===== src/rtl/div_sequencer.sv =====
// RV32M DIV/DIVU/REM/REMU front-end for a 32-bit unsigned multi-cycle divider.
// Optional result reuse cache enabled by defining DIV_SEQ_RESULT_CACHE_EN.
module div_sequencer #(
    parameter int TAG_W = 5
) (
    input  logic             clk,
    input  logic             rst_n,
    input  logic             kill,
    input  logic             req_valid,
    output logic             req_ready,
    input  logic [1:0]       req_op,
    input  logic [31:0]      req_a,
    input  logic [31:0]      req_b,
    input  logic [TAG_W-1:0] req_tag,
    output logic             resp_valid,
    input  logic             resp_ready,
    output logic [31:0]      resp_data,
    output logic [TAG_W-1:0] resp_tag,
    output logic             div_start,
    input  logic             div_ready,
    input  logic             div_valid,
    input  logic             div_error,
    output logic [31:0]      div_dividend,
    output logic [31:0]      div_divisor,
    input  logic [31:0]      div_quotient,
    input  logic [31:0]      div_remainder
);

    typedef enum logic [2:0] {IDLE, ISSUE, WAIT, RESP, DRAIN} state_t;

    state_t state, state_next;

    function automatic logic [31:0] negate_if(input logic [31:0] x, input logic neg);
        return neg ? (~x + 32'd1) : x;
    endfunction

    logic        accept;
    logic        req_signed;
    logic        req_rem;
    logic        a_neg;
    logic        b_neg;
    logic        special;
    logic        cache_hit;
    logic [31:0] abs_a;
    logic [31:0] abs_b;
    logic [31:0] special_result;
    logic [31:0] cache_result;
    logic [31:0] div_result;
    logic [31:0] orig_a;
    logic        signed_q;
    logic        rem_q;
    logic        sign_q;
    logic        sign_r;

    assign accept     = req_valid && req_ready;
    assign req_signed = ~req_op[0];
    assign req_rem    = req_op[1];
    assign a_neg      = req_signed & req_a[31];
    assign b_neg      = req_signed & req_b[31];
    assign abs_a      = negate_if(req_a, a_neg);
    assign abs_b      = negate_if(req_b, b_neg);

    assign special = (req_b == 32'd0) ||
                     (req_signed && (req_a == 32'h8000_0000) && (req_b == 32'hFFFF_FFFF));

    assign special_result = (req_b == 32'd0) ? (req_rem ? req_a : 32'hFFFF_FFFF)
                                             : (req_rem ? 32'd0 : 32'h8000_0000);

    // The original dividend is rebuilt from the stored magnitude for the divide-by-zero fallback.
    assign orig_a = negate_if(div_dividend, signed_q & sign_r);

    assign div_result = div_error ? (rem_q ? orig_a : 32'hFFFF_FFFF)
                      : rem_q     ? negate_if(div_remainder, signed_q & sign_r)
                                  : negate_if(div_quotient, signed_q & sign_q);

`ifdef DIV_SEQ_RESULT_CACHE_EN
    logic        c_valid;
    logic        c_signed;
    logic [31:0] c_a;
    logic [31:0] c_b;
    logic [31:0] c_q;
    logic [31:0] c_r;

    assign cache_hit    = c_valid && (c_a == abs_a) && (c_b == abs_b) && (c_signed == req_signed);
    assign cache_result = req_rem ? negate_if(c_r, a_neg) : negate_if(c_q, a_neg ^ b_neg);

    always_ff @(posedge clk or negedge rst_n) begin
        if (!rst_n) begin
            c_valid  <= 1'b0;
            c_signed <= 1'b0;
            c_a      <= '0;
            c_b      <= '0;
            c_q      <= '0;
            c_r      <= '0;
        end else if (kill && (state == WAIT || state == DRAIN)) begin
            c_valid <= 1'b0;
        end else if (state == WAIT && div_valid && !div_error) begin
            c_valid  <= 1'b1;
            c_signed <= signed_q;
            c_a      <= div_dividend;
            c_b      <= div_divisor;
            c_q      <= div_quotient;
            c_r      <= div_remainder;
        end
    end
`else
    assign cache_hit    = 1'b0;
    assign cache_result = '0;
`endif

    always_ff @(posedge clk or negedge rst_n) begin
        if (!rst_n) begin
            state <= IDLE;
        end else begin
            state <= state_next;
        end
    end

    always_comb begin
        state_next = state;
        req_ready  = 1'b0;
        div_start  = 1'b0;
        resp_valid = 1'b0;
        case (state)
            IDLE: begin
                req_ready = !kill;
                if (accept) begin
                    state_next = (special || cache_hit) ? RESP : ISSUE;
                end
            end
            ISSUE: begin
                div_start = !kill;
                if (kill) begin
                    state_next = IDLE;
                end else if (div_ready) begin
                    state_next = WAIT;
                end
            end
            WAIT: begin
                if (kill) begin
                    state_next = div_valid ? IDLE : DRAIN;
                end else if (div_valid) begin
                    state_next = RESP;
                end
            end
            RESP: begin
                resp_valid = 1'b1;
                if (kill || resp_ready) begin
                    state_next = IDLE;
                end
            end
            DRAIN: begin
                if (div_valid) begin
                    state_next = IDLE;
                end
            end
            default: state_next = IDLE;
        endcase
    end

    // Operand capture at accept and result capture when the response becomes ready.
    always_ff @(posedge clk or negedge rst_n) begin
        if (!rst_n) begin
            signed_q     <= 1'b0;
            rem_q        <= 1'b0;
            sign_q       <= 1'b0;
            sign_r       <= 1'b0;
            div_dividend <= '0;
            div_divisor  <= '0;
            resp_data    <= '0;
            resp_tag     <= '0;
        end else if (state == IDLE && accept) begin
            signed_q <= req_signed;
            rem_q    <= req_rem;
            sign_q   <= a_neg ^ b_neg;
            sign_r   <= a_neg;
            resp_tag <= req_tag;
            if (special) begin
                resp_data <= special_result;
            end else if (cache_hit) begin
                resp_data <= cache_result;
            end else begin
                div_dividend <= abs_a;
                div_divisor  <= abs_b;
            end
        end else if (state == WAIT && div_valid && !kill) begin
            resp_data <= div_result;
        end
    end

endmodule


===== config.mk =====
export PLATFORM = sky130hd
export DESIGN_NAME = div_sequencer
export DESIGN_NICKNAME = d
export VERILOG_FILES = /design/src/rtl/div_sequencer.sv
export SDC_FILE = /design/constraint.sdc
export NUM_CORES = 1
export LEC_CHECK = 0
export CAP_MARGIN = 10
export CORE_MARGIN = 4
export CORE_UTILIZATION = 42
export DETAILED_ROUTE_END_ITERATION = 12
export DONT_BUFFER_PORTS = 1
export PLACE_DENSITY_LB_ADDON = 0.08
export SLEW_MARGIN = 25
export SYNTH_ARGS = -nofsm -noshare
export SYNTH_HDL_FRONTEND = slang
export SYNTH_SLANG_ARGS = --single-unit

===== constraint.sdc =====
create_clock -name clk -period 3.65 [get_ports clk]
set_clock_uncertainty 0.1 [all_clocks]
set_input_delay 1.095 -clock clk [delete_from_list [all_inputs] [get_ports clk]]
set_output_delay 1.095 -clock clk [all_outputs]
set_load 0.02 [all_outputs]

==> results by group, run 1 <==
Status
  • Outcome: finished clean

Logic synthesis
  • Number of synthesized flops with an enable pin: 0
  • Post-synthesis cell type count: 74
  • Post-synth top area cell: dfrtp_1
  • Syn nets: 1308
  • Synth top area share: approximately 30%
  • Area contributors post-synth: dfrtp_1 30%, o21ai_0 7.5%, nand2_1 5.8%
  • Post-synth ARST share: 100%
  • Synth Instances: 1159
  • Sequential cell area fraction in the yosys report: 30.2%
  • Synth Area per Inst: a little under 8 sq um
  • Post-synthesis register bit count: between 100 and 150
  • Netlist Area Pre-Place: 8960 sq um
  • YS warnings: 0
  • Top FF cell, synth: dfrtp_1

Timing
  • Setup TNS: 0 ns
  • Setup Viol. Count Final: 0
  • Unrepaired setup endpoints after global routing: no
  • Fmax: a little under 300 MHz
  • Max Slew Vio Count: 0
  • Fin crit share: around 93%
  • Fin crit period: 3.38 ns
  • Max-slew headroom: roughly 37%
  • Least-Margin Pin Slew: 0.951 ns
  • Final Hold Viols: 0

Global routing
  • GR Overflow Total: 0
  • GRT Overall Usage: 28.7%
  • Largest net degree at the start of global routing: 109
  • Initial antenna violation count: 0
  • Vias in the first global route: 8433
  • First-pass GRT wire length: 53300 um

Power
  • Power Density: between 600 and 700 nW/um^2
  • Peak supply drop: 0.000374 V
  • Leakage dissipation: 0.00371 uW

Drt
  • Routed WL: between 30000 and 40000 um
  • DR top layer: met4
  • Wirelength per Cell: 24.6 um
  • DRC Markers: 0
  • DRT Pass-1 Iters: 5
  • Post-Route M1 WL: 15000 um
  • Routed wl met2: 15400 um
  • Post-DRT Antenna Nets: 0
  • Met3 WL: 4090 um
  • Initial DRC count: 1079
  • Via density: 6.37
  • Via count: roughly 9000

Setup path
  • Slowest CP cell: or3b_2
  • CP endpoint kind: flip-flop
  • Worst Setup Path Type: input port to flip-flop
  • Cells along the critical path: inv_1 > ha_1 > or3b_2 > nor4_2 > mux2_2 > a2111oi_0 > o211ai_1 > a31oi_1
  • Critical path data arrival time: 3.56 ns
  • Slowest Stage Delay on Critical Path: 0.51 ns
  • Max FO, Critical Path: 5
  • Req. time, crit path: 3.83 ns
  • Startpoint types: input port

Clocking
  • Clk_lat worst skew: 0.36 ns
  • Total CTS buffers: 9
  • Hold buffers post-CTS: 0
  • CTS Buffer Depth: 2
  • Postcts setup bufs: 0
  • Clock-pin transition on the worst setup and hold timing paths: 0.08 ns
  • Sink Count: 108
  • Post-CTS sizing: 0
  • CTS tree: yes
  • H-tree depth: 3
  • CTS root buffer: clkbuf_16

Floorplanning
  • Die Span Y: approximately 150 um
  • Chip width: about 150 um
  • CORE AREA: 21000 sq um
  • Die area: 23700 sq um
  • Initial core utilization: 42.6%
  • Cell row count: 53
  • I/O pin total: 247

Final layout
  • Area growth syn-to-layout: 8.08%
  • Final non-filler cell total: about 1400
  • Commonest non-fill, non-tap cell in the layout: nand2_1
  • Area of all placed cells without fillers: 9690 sq um
  • Fillers: 2212
  • Ant diodes: 0
  • Nets: ~1300
  • Most frequent cells in the layout: 139 x nand2_1, 135 x o21ai_0, 108 x dfrtp_1
  • Share of post-route cells with drive strength above 1: 8.77%

Hold path
  • Hold Path Class: input port to asynchronous set/reset pin

Place
  • Placed instance area: 9390 sq um
  • Number of port buffers: 0
  • Hpwl dp: between 20000 and 30000 um
  • Gpl congestion: around 0.97
  • Placed Cells: 1410

Job
  • # Max-Cap Violations: 0
## registers in the layout (all words and copies together) (netlist names)
register,flops
state,3
sign_q,1
rem_q,1
div_dividend,32
resp_data,32
resp_tag,5
div_divisor,32
signed_q,1
sign_r,1
## critical path, delay by kind of cell
kind,cells,cell delay (ns)
AOI/OAI and AO/OA,3,0.90
adders and majority gates,1,0.20
buffers and inverters,1,0.04
muxes,1,0.38
and+or+nand+nor,2,0.95
## routing by layer
| metal | track usage [%] | up-vias |
|---|---|---|
| met4 | 5.89 | 0 |
| met3 | 9.01 | 41 |
| li1 | - | 4264 |
| met2 | 42.7 | 439 |
| met5 | 0 | - |
| met1 | 41.0 | 4333 |
## power by group
group	leakage [uW]	internal [uW]	total, uW	switching [uW]
Clock	0.000144	483	999	516
Sequential	0.00132	1750	3200	1450
Combinational	0.00225	873	2150	1280
## cell type report
cell class | instances | area [sq um] | area share (%)
Sequential cell | 108 | 2700 | 27.9
Clock buffer | 9 | 225 | 2.33
Tap cell | 275 | 344 | 3.55
Timing Repair Buffer | 54 | 443 | 4.57
Inverter | 19 | 71.3 | 0.736
Clock inverter | 7 | 66.3 | 0.685
Multi-Input combinational cell | 954 | 5830 | 60.2
## worst paths after layout
check                                       end  slack (ns)  depth (start not counted)        startpoint
worst min-delay path              resp_data[23]        0.32                          0             rst_n
worst max-delay path              resp_data[20]        0.27                          8  div_remainder[0]
worst max register to register    resp_data[29]        0.65                          6   div_dividend[6]
max in group asynchronous       div_divisor[28]        2.87                          0             rst_n
min in group clk                         sign_r        0.44                          2            sign_r
worst min register to register           sign_r        0.44                          2            sign_r
## synth_stat cells (8+ instances only)
library cell / n
a21oi_1: 53
a31oi_1: 36
and2_1: 9
and3_1: 10
buf_2: 12
clkbuf_1: 51
dfrtp_1: 108
inv_1: 19
mux2i_1: 12
nand2_1: 139
nand2b_1: 11
nand3_1: 20
nand4_1: 18
nor2_1: 99
nor3_1: 33
nor4_1: 36
o211ai_1: 18
o21ai_0: 135
o21ai_1: 15
o22ai_1: 9
o31ai_1: 13
o41ai_1: 16
or2_2: 8
or3_1: 20
or4_1: 25
xnor2_1: 59
xor2_1: 51
## stage by stage
stage | hold WS, ns | total power [uW] | setup slack (ns) | utilization (%)
2_1_floorplan | 0.379 | 4460 | 0.211 | -
3_3_place_gp | 0.399 | 5320 | -0.0344 | 44.7
3_5_place_dp | 0.416 | 5340 | -0.0488 | 44.7
4_1_cts | 0.310 | 6360 | 0.326 | 46.1
5_1_grt | 0.307 | 6750 | 0.229 | 46.1
6_report | 0.323 | 6350 | 0.271 | 46.1
## cells by family after synthesis
group                    Yosys count  synth area share (%)
AO/OA/AOI/OAI                    354                  24.5
buffers and inverters             97                  4.84
flip-flops                       108                  30.2
XOR/XNOR                         110                  10.8
AND/OR/NAND/NOR                  469                  27.2
adder cells (fa/ha/maj)            6                 0.838
multiplexers                      15                  1.72
(Power assumes the default switching activity.)
==> inputs of run 2 (changes only) <==
--- a/config.mk
+++ b/config.mk
@@ -6,8 +6,7 @@
 export NUM_CORES = 1
 export LEC_CHECK = 0
 export CAP_MARGIN = 10
-export CORE_MARGIN = 4
-export CORE_UTILIZATION = 42
+export CORE_UTILIZATION = 45
 export DETAILED_ROUTE_END_ITERATION = 12
 export DONT_BUFFER_PORTS = 1
 export PLACE_DENSITY_LB_ADDON = 0.08
==> run 2 against run 1 <==
Cell count shrank 0.84%. Die area shrank 14%. Utilization grew 3.8 points. Non-clock buffer count shrank 2. Fmax grew 9.1%. Critical endpoint is now resp_data[29]. Sequential power is essentially flat. Clock power grew 6%.
==> results by group, run 2 (synthesis results as in run 1) <==
Status
  • Outcome: finished clean

Floorplanning
  • Die Span Y: 143 um (-7.1%)
  • Die area: 20500 sq um (-14%)
  • CORE AREA: 19500 sq um (-7.4%)
  • Initial core utilization: 46.0% (+3.4 points)
  • Cell row count: 51 (-3.8%)
  • Chip width: 143 um (-7.1%)
  • I/O pin total: 247 (unchanged)

Power
  • Peak supply drop: 0.000376 V (+0.48%)
  • Sw Share: 50.2% (-0.92 points)
  • Leakage dissipation: 0.00371 uW (about the same)
  • Combinational share of power: 34.0% (about the same)
  • P_int: 3200 uW (+3.2%)
  • Clk pwr share: 16.5% (+0.8 points)
  • Power Density: 662 nW/um^2 (+1.1%)
  • Net switching power: 3230 uW (-0.57%)
  • Flop pwr share: 49.5% (-0.9 points)

Final layout
  • Fillers: 1950 (-12%)
  • Multi-input gate area: 5830 sq um (unchanged)
  • Final non-filler cell total: 1414 (-0.84%)
  • Register area: 2700 sq um (unchanged)
  • Commonest non-fill, non-tap cell in the layout: nand2_1
  • Area growth syn-to-layout: 8.28%
  • Share of post-route cells with drive strength above 1: 8.53% (-0.25 points)
  • Most frequent cells in the layout: 139 x nand2_1, 135 x o21ai_0, 108 x dfrtp_1
  • Nets: 1293 (-0.15%)
  • Ant diodes: 0 (unchanged)
  • Top Registers: div_dividend: 32 flops, div_divisor: 32 flops, resp_data: 32 flops

Timing
  • Max Slew Vio Count: 0 (unchanged)
  • Fin crit period: 3.10 ns (-0.283 ns)
  • Unrepaired setup endpoints after global routing: no
  • Setup Viol. Count Final: 0 (unchanged)
  • Final worst slack: 0.554 ns (+0.283 ns)
  • Final Hold Viols: 0 (unchanged)
  • Fin crit share: 84.8% (-7.8 points)
  • Least-Margin Pin Slew: 0.909 ns (-0.0412 ns)
  • Fmax: 323 MHz (+9.1%)
  • Max-slew headroom: 39.4% (+2.7 points)
  • Setup TNS: 0 ns (unchanged)

Global routing
  • Initial antenna violation count: 1 (+1)
  • First-pass GRT wire length: 51200 um (-3.9%)
  • GRT Overall Usage: 33.7% (+5.0 points)
  • Largest net degree at the start of global routing: 109 (unchanged)
  • Vias in the first global route: 8429 (-0.047%)
  • GR Overflow Total: 0 (unchanged)

Setup path
  • CP endpoint kind: flip-flop
  • Critical path data arrival time: 3.26 ns (-0.30 ns)
  • Max FO, Critical Path: 8 (+3)
  • Worst Setup Path Type: flip-flop to flip-flop
  • Req. time, crit path: 3.82 ns (about the same)
  • Startpoint types: flip-flop

Place
  • Place WS: 0.220 ns (+0.269 ns)
  • Number of port buffers: 0 (unchanged)
  • Placed Cells: 1398 (-0.85%)
  • Gpl congestion: 0.946 (-2.5%)
  • Hpwl dp: 26700 um (-2.7%)

Clocking
  • H-tree depth: 3 (unchanged)
  • Sink Count: 108 (unchanged)
  • Clk_lat worst skew: 0.36 ns (about the same)
  • Clock-pin transition on the worst setup and hold timing paths: 0.08 ns (about the same)
  • CTS tree: yes
  • Total CTS buffers: 9 (unchanged)
  • Post-CTS sizing: 0 (unchanged)
  • CTS root buffer: clkbuf_16
  • CTS Buffer Depth: 2 (unchanged)
  • Postcts setup bufs: 0 (unchanged)
  • Hold buffers post-CTS: 0 (unchanged)

Drt
  • Routed WL: 34600 um (-1.5%)
  • Via count: 9150 (+0.80%)
  • Post-DRT Antenna Nets: 0 (unchanged)
  • Initial DRC count: 985 (-8.7%)
  • DRC Markers: 0 (unchanged)
  • Wirelength per Cell: 24.5 um (-0.61%)
  • Via density: 6.47 (+1.7%)
  • DRT Pass-1 Iters: 6 (+1)

Hold path
  • Hold Path Class: input port to asynchronous set/reset pin

Job
  • # Max-Cap Violations: 0 (unchanged)
run 2: cell count changes in the layout (fill, tap and decap cells not counted), sizes merged:
| cell | change |
|---|---|
| inv | -3 |
| clkbuf | +3 |
| buf | -2 |
| bufinv | +1 |
| clkinv | -2 |
| clkinvlp | +1 |
run 2: worst paths after layout:
kind,start,endpoint,slack [ns],depth (start not counted)
setup reg to reg,div_dividend[7],resp_data[29],0.55,6
max in group asynchronous,rst_n,state[0],2.96,0
hold reg to reg,sign_r,sign_r,0.43,2
min in group clk,sign_r,sign_r,0.43,2
setup / recovery,div_dividend[7],resp_data[29],0.55,6
hold / removal,rst_n,resp_data[10],0.32,0
run 2: critical path: stages, from the launching register on:
cell and delay [ns]:
dfrtp_1 0.51, or4_1 0.77, or3_1 0.58, o41a_1 0.47
xor2_1 0.24, o2111ai_2 0.13, o211ai_1 0.19
run 2: power groups by stage:
stage	clock, uW	combinational, uW	sequential, uW
2_1_floorplan	0	1600	2870
3_3_place_gp	0	2120	3200
3_5_place_dp	0	2140	3190
4_1_cts	1080	2150	3170
5_1_grt	1120	2420	3250
6_report	1060	2180	3180
run 2: area by class of cell:
type	count	area share, %
clock inverters	4	0.567
well taps	265	3.42
clock buffers	12	2.64
repair buffers	52	4.67
flip-flops and latches	108	27.9
multi-input cells	954	60.1
inverters	19	0.735
run 2: stage by stage:
stage / instance area [sq um] / power, uW / utilization, % / hold WS (ns)
CTS: 9700 / 6400 / 49.9 / 0.311
finish: 9700 / 6430 / 49.9 / 0.317
detailed placement: 9390 / 5330 / 48.3 / 0.414
floorplan: 8960 / 4460 / - / 0.379
global route: 9700 / 6790 / 49.9 / 0.306
global placement: 9390 / 5310 / 48.3 / 0.402
run 2: metal layers:
layer	global-route usage [%]	vias to the layer above	part of all wire [%]
met5	0	-	0.038
met4	10.3	2	2.2
met1	46.5	4370	42
met3	9.09	53	11
met2	50.9	467	44
li1	-	4258	-
==> inputs of run 3 (changes only) <==
==> constraint.sdc (replaced) <==
create_clock -name clk -period 2.69 [get_ports clk]
set_clock_uncertainty 0.1 [all_clocks]
set_input_delay 0.807 -clock clk [delete_from_list [all_inputs] [get_ports clk]]
set_output_delay 0.807 -clock clk [all_outputs]
set_load 0.02 [all_outputs]
==> run 3 against run 2 <==
Utilization increased by 5.9 points. Combinational power increased by 91%. Clock power grew 33%. Die area did not move. Sequential share of layout area down 2.9 points. Design area is 12% higher. Critical path type is now input port to flip-flop.
==> results by group, run 3 (synthesis results as in run 1) <==
Global routing
  • Initial antenna violation count: 0 (-1)
  • GR Overflow Total: 0 (unchanged)
  • Vias in the first global route: 8884 (+5.4%)
  • Largest net degree at the start of global routing: 109 (unchanged)
  • First-pass GRT wire length: 53500 um (+4.5%)
  • GRT Overall Usage: 34.9% (+1.2 points)

Place
  • Gpl congestion: 0.996 (+5.2%)
  • Hpwl dp: 28200 um (+5.3%)
  • Placed Cells: 1513 (+8.2%)
  • Number of port buffers: 0 (unchanged)

Clocking
  • CTS Buffer Depth: 2 (unchanged)
  • CTS root buffer: clkbuf_16
  • Clock-pin transition on the worst setup and hold timing paths: 0.08 ns (about the same)
  • Total CTS buffers: 9 (unchanged)
  • Sink Count: 108 (unchanged)
  • Hold buffers post-CTS: 0 (unchanged)
  • Clk_lat worst skew: 0.36 ns (about the same)
  • CTS tree: yes
  • H-tree depth: 3 (unchanged)

Power
  • Post-route total power: 9340 uW (+45%)
  • Power Density: 860 nW/um^2 (+30%)
  • Leakage dissipation: 0.00441 uW (+19%)
  • Peak supply drop: 0.000441 V (+18%)

Setup path
  • Slowest Stage Delay on Critical Path: 0.52 ns (-0.25 ns)
  • Critical path data arrival time: 2.81 ns (-0.45 ns)
  • RR Endpoint: resp_data[29]
  • Cells on worst reg2reg path: 6 (unchanged)
  • Startpoint types: input port
  • Top delay family on crit path: simple AND/OR/NAND/NOR gates
  • R2r setup slk: 0.08 ns (-0.47 ns)
  • Worst Setup Path Type: input port to flip-flop
  • Max FO, Critical Path: 3 (-5)
  • WP buf/inv: 1 (+1)
  • Cells along the critical path: or4_4 > nand4b_1 > or2_2 > o41ai_1 > nor4_2 > buf_4 > a221o_1
  • RR Startpoint: div_dividend[3]
  • Req. time, crit path: 2.83 ns (-0.99 ns)
  • Slowest CP cell: or4_4
  • CP endpoint kind: flip-flop

Timing
  • Setup TNS: 0 ns (unchanged)
  • Setup Viol. Count Final: 0 (unchanged)
  • Max-slew headroom: 40.0% (+0.61 points)
  • Final Hold Viols: 0 (unchanged)
  • Fin crit period: 2.67 ns
  • Least-Margin Pin Slew: 0.891 ns (-0.0185 ns)
  • Unrepaired setup endpoints after global routing: yes
  • Max Slew Vio Count: 0 (unchanged)
  • Fmax: 375 MHz
  • Fin crit share: 99.2%

Floorplanning
  • I/O pin total: 247 (unchanged)
  • Chip width: 143 um (unchanged)
  • Die area: 20500 sq um (unchanged)
  • Initial core utilization: 46.0% (unchanged)
  • CORE AREA: 19500 sq um (unchanged)
  • Die Span Y: 143 um (unchanged)
  • Cell row count: 51 (unchanged)

Drt
  • Initial DRC count: 796 (-19%)
  • Wirelength per Cell: 23.4 um (-4.2%)
  • DRT Pass-1 Iters: 6 (unchanged)
  • Via density: 6.27 (-3.0%)
  • DRC Markers: 0 (unchanged)
  • Post-DRT Antenna Nets: 0 (unchanged)
  • Via count: 9624 (+5.2%)
  • Routed WL: 35900 um (+3.9%)

Final layout
  • Commonest non-fill, non-tap cell in the layout: buf_4
  • Share of post-route cells with drive strength above 1: 19.0% (+10 points)
  • Most frequent cells in the layout: 160 x buf_4, 139 x nand2_1, 129 x o21ai_0
  • Final non-filler cell total: 1534 (+8.5%)
  • Top Registers: div_dividend: 32 flops, div_divisor: 32 flops, resp_data: 32 flops
  • Post-route core utilization: 55.8% (+5.9 points)
  • Ant diodes: 0 (unchanged)
  • Nets: 1413 (+9.3%)
  • Area growth syn-to-layout: 21.1%

Hold path
  • Hold Path Class: input port to asynchronous set/reset pin

Job
  • # Max-Cap Violations: 0 (unchanged)

Status
  • Outcome: finished clean
==> run 3: cell count changes in the layout (fill, tap and decap cells not counted), moves of 4 or more <==
cell	change
o21ai_0	-6
nor4_4	+4
a21oi_1	-4
buf_12	+4
or4_1	-8
buf_4	+113
or4_4	+8
o21ai_1	+6
a21oi_2	+4
==> run 3: metal layers <==
metal | vias up | wire [um] | global-route usage, % | part of all wire, %
li1 | 4493 | - | - | -
met1 | 4563 | 15600 | 48.8 | 43
met2 | 513 | 15800 | 53.3 | 44
met3 | 55 | 3880 | 8.95 | 11
met4 | 0 | 683 | 8.15 | 1.9
met5 | - | 0 | 0 | 0
==> run 3: worst max path at each step <==
stage | from | to | depth (start not counted)
floorplan | div_remainder[5] | resp_data[20] | 6
global placement | div_remainder[0] | resp_data[30] | 9
detailed placement | div_remainder[18] | resp_data[30] | 7
CTS | div_dividend[6] | resp_data[30] | 9
global route | div_remainder[18] | resp_data[30] | 7
finish | div_remainder[18] | resp_data[30] | 7
==> run 3: per-stage QoR <==
step                setup WS, ns  hold WS [ns]  area, sq um
global route             -0.0261        0.0194        10900
floorplan                 -0.113         0.379         9160
finish                    0.0203        0.0359        10900
detailed placement        -0.297         0.414        10400
global placement          -0.272         0.403        10400
CTS                       0.0261        0.0242        10800
==> run 3: area by class of cell <==
type | instances | area, sq um
fill | 1899 | 8610
clock inverter | 6 | 70.1
sequential | 108 | 2700
clock buffer | 10 | 239
tap | 265 | 332
multi-input combinational | 954 | 6010
timing repair buffer | 172 | 1430
inverter | 19 | 71.3
==> run 3: timing repair <==
item                                   in CTS  in global routing
gates resized for setup                     0                  8
buffers inserted                            0                  3
pin swaps                                   1                  4
setup endpoints to repair                   1                  9
gates cloned                                0                  2
endpoints found under the hold margin       0                  0
==> run 3: power breakdown <==
group	switching [uW]	total [uW]	internal (uW)
Combinational	2480	4160	1680
Clock	653	1410	758
Sequential	1390	3770	2380
